File: src/rtl/hardware_transmitter.sv
// Serial framer: start(1), DATA_WIDTH bits MSB first, even parity, stop(0), each held BIT_PERIOD cycles.
// First start cycle follows the accepting edge when idle. A one-word buffer gives back-to-back frames; rdy = buffer empty.
module hardware_transmitter #(
    parameter int BIT_PERIOD = 10,
    parameter int DATA_WIDTH = 8
) (
    input  logic                  clk,
    input  logic                  rst,
    input  logic [DATA_WIDTH-1:0] din,
    input  logic                  vin,
    output logic                  rdy,
    output logic                  dout,
    output logic                  busy
);

    localparam int CW = (BIT_PERIOD > 1) ? $clog2(BIT_PERIOD) : 1;
    localparam int IW = $clog2(DATA_WIDTH + 1);

    typedef enum logic [2:0] {IDLE, START, DATA, PARITY, STOP} state_t;

    state_t                state_q, state_d;
    logic [CW-1:0]         cnt_q, cnt_d;
    logic [IW-1:0]         idx_q, idx_d;
    logic [DATA_WIDTH-1:0] shreg_q, shreg_d;
    logic                  par_q, par_d;
    logic                  buf_full_q, buf_full_d;
    logic [DATA_WIDTH-1:0] buf_dat_q, buf_dat_d;
    logic                  rdy_en_q, rdy_en_d;
    logic                  dout_q, dout_d;

    logic                  accept;
    logic                  bit_end;
    logic                  load;
    logic                  take_buf;
    logic [DATA_WIDTH-1:0] load_dat;

    // rdy depends only on flops, never on vin
    assign rdy     = rdy_en_q & ~buf_full_q;
    assign accept  = vin & rdy;
    assign bit_end = (cnt_q == CW'(BIT_PERIOD - 1));
    assign dout    = dout_q;
    assign busy    = (state_q != IDLE);

    always_comb begin
        state_d    = state_q;
        cnt_d      = cnt_q;
        idx_d      = idx_q;
        shreg_d    = shreg_q;
        par_d      = par_q;
        buf_full_d = buf_full_q;
        buf_dat_d  = buf_dat_q;
        rdy_en_d   = 1'b1;
        load       = 1'b0;
        take_buf   = 1'b0;
        load_dat   = buf_dat_q;
        dout_d     = 1'b0;

        if (state_q != IDLE) begin
            cnt_d = bit_end ? '0 : cnt_q + CW'(1);
        end

        case (state_q)
            IDLE: begin
                // Idle with an empty buffer: the accepted word bypasses straight into the shifter
                if (buf_full_q) begin
                    load     = 1'b1;
                    take_buf = 1'b1;
                end else if (accept) begin
                    load     = 1'b1;
                    load_dat = din;
                end
            end
            START: begin
                if (bit_end) begin
                    state_d = DATA;
                    idx_d   = '0;
                end
            end
            DATA: begin
                if (bit_end) begin
                    if (idx_q == IW'(DATA_WIDTH - 1)) begin
                        state_d = PARITY;
                    end else begin
                        idx_d   = idx_q + IW'(1);
                        shreg_d = shreg_q << 1;
                    end
                end
            end
            PARITY: begin
                if (bit_end) begin
                    state_d = STOP;
                end
            end
            STOP: begin
                if (bit_end) begin
                    if (buf_full_q) begin
                        load     = 1'b1;
                        take_buf = 1'b1;
                    end else begin
                        state_d = IDLE;
                    end
                end
            end
            default: state_d = IDLE;
        endcase

        if (load) begin
            state_d = START;
            cnt_d   = '0;
            idx_d   = '0;
            shreg_d = load_dat;
            par_d   = ^load_dat;
        end

        if (take_buf) begin
            buf_full_d = 1'b0;
        end
        // Store unless this word went directly into the shifter
        if (accept && !(load && !take_buf)) begin
            buf_full_d = 1'b1;
            buf_dat_d  = din;
        end

        case (state_d)
            START:   dout_d = 1'b1;
            DATA:    dout_d = shreg_d[DATA_WIDTH-1];
            PARITY:  dout_d = par_d;
            default: dout_d = 1'b0;
        endcase
    end

    always_ff @(posedge clk or negedge rst) begin
        if (!rst) begin
            state_q    <= IDLE;
            cnt_q      <= '0;
            idx_q      <= '0;
            shreg_q    <= '0;
            par_q      <= 1'b0;
            buf_full_q <= 1'b0;
            buf_dat_q  <= '0;
            rdy_en_q   <= 1'b0;
            dout_q     <= 1'b0;
        end else begin
            state_q    <= state_d;
            cnt_q      <= cnt_d;
            idx_q      <= idx_d;
            shreg_q    <= shreg_d;
            par_q      <= par_d;
            buf_full_q <= buf_full_d;
            buf_dat_q  <= buf_dat_d;
            rdy_en_q   <= rdy_en_d;
            dout_q     <= dout_d;
        end
    end

endmodule
File: config.mk
export PLATFORM = sky130hd
export DESIGN_NAME = hardware_transmitter
export DESIGN_NICKNAME = d
export VERILOG_FILES = /design/src/rtl/hardware_transmitter.sv
export SDC_FILE = /design/constraint.sdc
export NUM_CORES = 1
export LEC_CHECK = 0
export BUFFER_PORTS_ARGS = -buffer_cell sky130_fd_sc_hd__buf_2
export CAP_MARGIN = 20
export CORE_AREA = 5 5 70 72
export CTS_CLUSTER_DIAMETER = 150
export DETAILED_ROUTE_END_ITERATION = 10
export DIE_AREA = 0 0 75 77
export REMOVE_ABC_BUFFERS = 1
export SYNTH_ARGS = -nofsm -noshare
export SYNTH_HDL_FRONTEND = slang
export SYNTH_SLANG_ARGS = --single-unit
File: constraint.sdc
create_clock -name clk -period 3.8 [get_ports clk]
set_clock_uncertainty 0.2 [all_clocks]
set_input_delay 0.38 -clock clk [delete_from_list [all_inputs] [get_ports clk]]
set_output_delay 0.38 -clock clk [all_outputs]
set_load 0.005 [all_outputs]
; ---- Word-level counts from Yosys, hierarchy flattened
; Cells that the tools add are included.
[word_totals]
output_inout_bits = 3
reg_bits = 31
in_bits = 11
[classes]
n_addsub = 2
n_eq_ne = 13
n_reduce_logical = 14
bitwise = 3
n_mux = 33
[ops]
columns = op, count
row1 = $mux 8, 7
row2 = $mux 4, 7
row3 = $mux 3, 7
row4 = $pmux 3 s5, 1
row5 = $eq 3x2->1 const B, 4
row6 = $ne 3x3->1 const B, 3
row7 = $add 4x1->4 const B, 2
row8 = $pmux 4 s2, 1
row9 = $reduce_bool 2->1, 4
row10 = $reduce_xor 8->1, 1
row11 = $mux 1, 7
row12 = $eq 3x1->1 const B, 2
row13 = $reduce_bool 3->1, 2
row14 = $eq 4x3->1 const B, 1
row15 = $eq 4x4->1 const B, 1
row16 = $pmux 1 s2, 2
row17 = $reduce_and 4->1, 1
row18 = $eq 3x3->1 const B, 1
row19 = $logic_not 3->1, 1
row20 = $pmux 1 s3, 1
row21 = $reduce_and 3->1, 1
row22 = $and 1x1->1, 2
row23 = $logic_and 1x1->1, 2
row24 = $logic_not 1->1, 2
row25 = 2 further kinds, 2

; ---- Longest topological paths before layout
[depth]
depth_word = 10
depth_mapped = 9
depth_no_buf = 7

; ---- Worst setup path after synthesis
; No wires, ideal clock.
[synth_path]
path_kind = reg2reg
start = register cnt_q[1]
end = register idx_q[2]
path_slack_ns = 1.535
t_arrival_ns = 1.996
setup_ns = 0.069
synth_period_minus_slack_ns = 2.265
n_path_buf = 0
required_ns = 3.531
path_stages_with_launch = 8
path_cell_list = dfrtp_1 > inv_1 > ha_1 > nand3b_4 > a2111oi_4 > a211oi_2 > or4b_1 > nand3_1
[synth_between]
elab_chain_len = 5
elab_cells_between_ends = 9
[synth_rtl]
columns = item, line
row1 = start: declaration, 22  ; logic [CW-1:0] cnt_q, cnt_d;
row2 = start signal: assignment, 145  ; cnt_q <= cnt_d;
row3 = $eq 4x4->1 *, 40  ; assign bit_end = (cnt_q == CW'(BIT_PERIOD - 1));
row4 = $mux 1, 95  ; if (bit_end) begin
row5 = $pmux 1 s2, 62  ; case (state_q)
row6 = $ne 3x3->1 (no source line) or $reduce_bool 3->1 (tied branches), n/a
row7 = $reduce_and 4->1 (no source line), n/a
row8 = end signal: assignment, 146  ; idx_q <= idx_d;
row9 = end: declaration, 23  ; logic [IW-1:0] idx_q, idx_d;
; Mark *: on every way between the ends. The rest lies on a longest branch, timed or not.
; A chain may end at the register's enable or synchronous reset.

; ---- Final worst setup path
[layout_path]
start = register cnt_q[1]
end = register shreg_q[7]
[layout_between]
elab_chain_len = 4
elab_cells_between_ends = 6
[layout_rtl]
columns = item, line
row1 = $eq 4x4->1 *, 40
row2 = $mux 1 or $mux 8 (tied branches), "95, 80"
row3 = $pmux 1 s2 or $mux 8 (tied branches), 62
row4 = $mux 8 *, 107  ; if (load) begin
row5 = named net shreg_d[7], 24  ; logic [DATA_WIDTH-1:0] shreg_q, shreg_d;
row6 = end signal: assignment, 147  ; shreg_q <= shreg_d;
row7 = end: declaration, 24
; Mark *: on every way through the listed nets, which the timed path passes. The rest lies on a longest branch. The select of a mux whose other input is x is not followed.

==> results.toml <==
[hold_path]
hold_start = "din[6]"
hold_depth = 2
hold_class = "input port to flip-flop"
hold_end = "buf_dat_q[6]"

[layout]
syn2layout_area_growth_pct = 8.55
drive_gt1_share_pct = 22.0
num_antenna_cells = 0
nets = 187

[pwr]
leakage_nw = 0.797
peakVddDrop_mv = 0.309
power_w = 0.000853
p_per_area_mw_per_mm2 = 459

[yosys]
yosysMostFrequentCell = "dfrtp_1"
synth-seq-cells = 31
synth_mux_area_share_pct = 6.43
synth_ff_type = "dfrtp_1"
synth_compound_area_share_pct = 12.6
synth_top_family_by_area = "simple AND/OR/NAND/NOR gates"
synthTopCellsByCount = "dfrtp_1 (31), nand2_1 (17), nand3_1 (15), xnor2_1 (12), o21ai_0 (10)"
synth.avg_cell_area_um2 = 10.6
synth_fa_ha_area_share_pct = 2.19
ys_seq_area_share_pct = 45.3
syn_inst = 161
synth_top_area_cell = "dfrtp_1"
ys_top_cells_by_area = "dfrtp_1 (45%), xnor2_1 (6.1%), mux2_2 (5.3%)"
yosys_warnings = 0
synth-simple-area-share_pct = 20.4
synth.distinct_cells = 42
synth_edf_count = 0
async_reset_ff_share_pct = 100
yosysTopAreaCellShare_pct = 45.3
syn_area_mm2 = 0.00171
synth-xor-area-share_pct = 7.67

[placement]
hpwl_um = 2360
io_buffer_count = 13
place_congestion = 0.798
place_ws_ns = 1.13

[floorplanning]
start_util_pct = 40.5
boundaryPins = 14
num_rows = 24
die_w_um = 75
dieArea_mm2 = 0.00578
core_mm2 = 0.00423
die_y_um = 77

[route]
vias = 1246
wl_per_cell_um = 14.3
finalWirelength_um = 3210
drc_errors = 0
first_iter_violations = 86
drt_first_pass_iters = 4
ant_nets = 0
via_per_inst = 5.54

[timing]
finalSetupViolations = 0
setup_slack_ns = 1.14
finalHoldViolCount = 0
rsz0062_at_grt = "false"
tightestPinTransition_ns = 0.929
fmax_mhz = 376
drv_slew = 0
post-route-period-util_pct = 69.9
hold-worst-slack_ns = 0.178
post-route-min-period_ns = 2.66
fin_tns_setup_ns = 0
slew_headroom_pct = 37.6

[setup_path]
cp.arrival_ns = 2.58
worstPathMaxFanout = 13
critical-path-max-stage-delay_ns = 0.70
startpoint = "cnt_q[1]"
crit_buf_inv = 1
crit_path_end_kind = "flip-flop"
critPathTopFamily = "compound AO/OA/AOI/OAI gates"
worstSetupPathType = "flip-flop to flip-flop"
critPathLaunchType = "flip-flop"
critPathRequiredTime_ns = 3.72
worst-r2r-setup-slack_ns = 1.14
r2r-start = "cnt_q[1]"
r2r_cells = 7
cp_slowest_cell = "a2111oi_4"
path_cells = "inv_1 -> ha_1 -> nand3b_4 -> a2111oi_4 -> nor2_1 -> a211oi_1 -> a21oi_1"
reg2reg_to = "shreg_q[7]"

[cts]
clkSinkCount = 31
clkSlewWorstSetupHoldPaths_ns = 0.06
postCtsSetupBuffers = 0
cts_htree_levels = 2
cts_tree = "built"
root_buffer = "clkbuf_8"
numCtsBuffers = 5
clockBufferDepth = 2
clock_latency_ns = 0.28

[global_route]
grt_antenna_before_repair = 0
grt_pass1_wl_um = 5610
grt_max_degree = 32
track_usage_pct = 12.6
grt_overflow = 0
grt_pass1_vias = 1238

[flow_run]
cap_viol_max_count = 0

[outcome]
status = "finished, final reports clean"
-- per-layer routing --
metal | share of wire [%] | GRT usage [%] | vias to the layer above
met3 | 6.0 | 4.71 | 5
met1 | 43 | 16.0 | 616
met4 | 1.4 | 3.74 | 0
met5 | 0 | 0 | -
met2 | 49 | 19.9 | 31
li1 | - | - | 594
-- cell families after synthesis --
family,count (synthesis)
simple gates,61
flops,31
compound gates,29
xor+xnor,15
buf+inv,11
mux,10
fa+ha+maj,3
other cells,1
-- where the power goes --
group / total (W) / internal [W] / switching, W
combinational: 0.000189 / 0.000115 / 0.0000740
clock: 0.000257 / 0.000142 / 0.000115
sequential: 0.000408 / 0.000370 / 0.0000371
total: 0.000853 / 0.000627 / 0.000226
-- state kept, by name, indices dropped and copies added (netlist names) --
signal      count
cnt_q           4
buf_dat_q       8
par_q           1
state_q         3
rdy_en_q        1
dout            1
idx_q           4
shreg_q         8
buf_full_q      1
-- stage by stage --
step	cells	cell area (µm²)	utilization [%]
floorplan	152	1630	-
global placement	217	1760	41.6
detailed placement	217	1760	41.6
CTS	225	1860	43.9
global route	225	1860	43.9
finish	225	1860	43.9
-- how the worst max path moves through the flow --
stage,endpoint,slack (ns),cells after the start
6_report,shreg_q[7],1.14,7
5_1_grt,shreg_q[7],0.96,7
4_1_cts,shreg_q[7],1.12,7
3_5_place_dp,shreg_q[7],1.13,7
3_3_place_gp,shreg_q[7],1.27,7
2_1_floorplan,idx_q[2],1.48,7
-- area by class of cell --
cell class                 count  area [µm²]
fill                         421        2370
multi-input combinational    119         848
sequential                    31         776
clock buffer                   6        82.6
timing repair buffer          14        75.1
tap                           52        65.1
inverter                       2        7.51
clock inverter                 1        5.00
-- placed cells by master (no fill, tap or decap), drive strengths merged, types with 2 or more instances in the layout --
cell,netlist,layout
mux2,8,8
or3b,2,2
nor2,6,6
or3,2,2
nor3b,3,3
nand2,17,17
nor3,3,3
ha,3,3
nor2b,3,3
a22oi,8,8
inv,2,2
xnor2,12,12
clkbuf,5,6
a31oi,2,2
buf,4,13
nand3,15,15
a211oi,2,2
o21ai,10,10
mux2i,2,2
dfrtp,31,31
or2b,2,2
nand3b,2,2
a21oi,2,2
xor2,3,3
-- repair_timing --
action,4_1_cts,5_1_grt
hold buffers,1,0
hold endpoints to repair,31,0
gates resized for setup,0,0
Note: power is estimated with default switching activity, not from simulation.
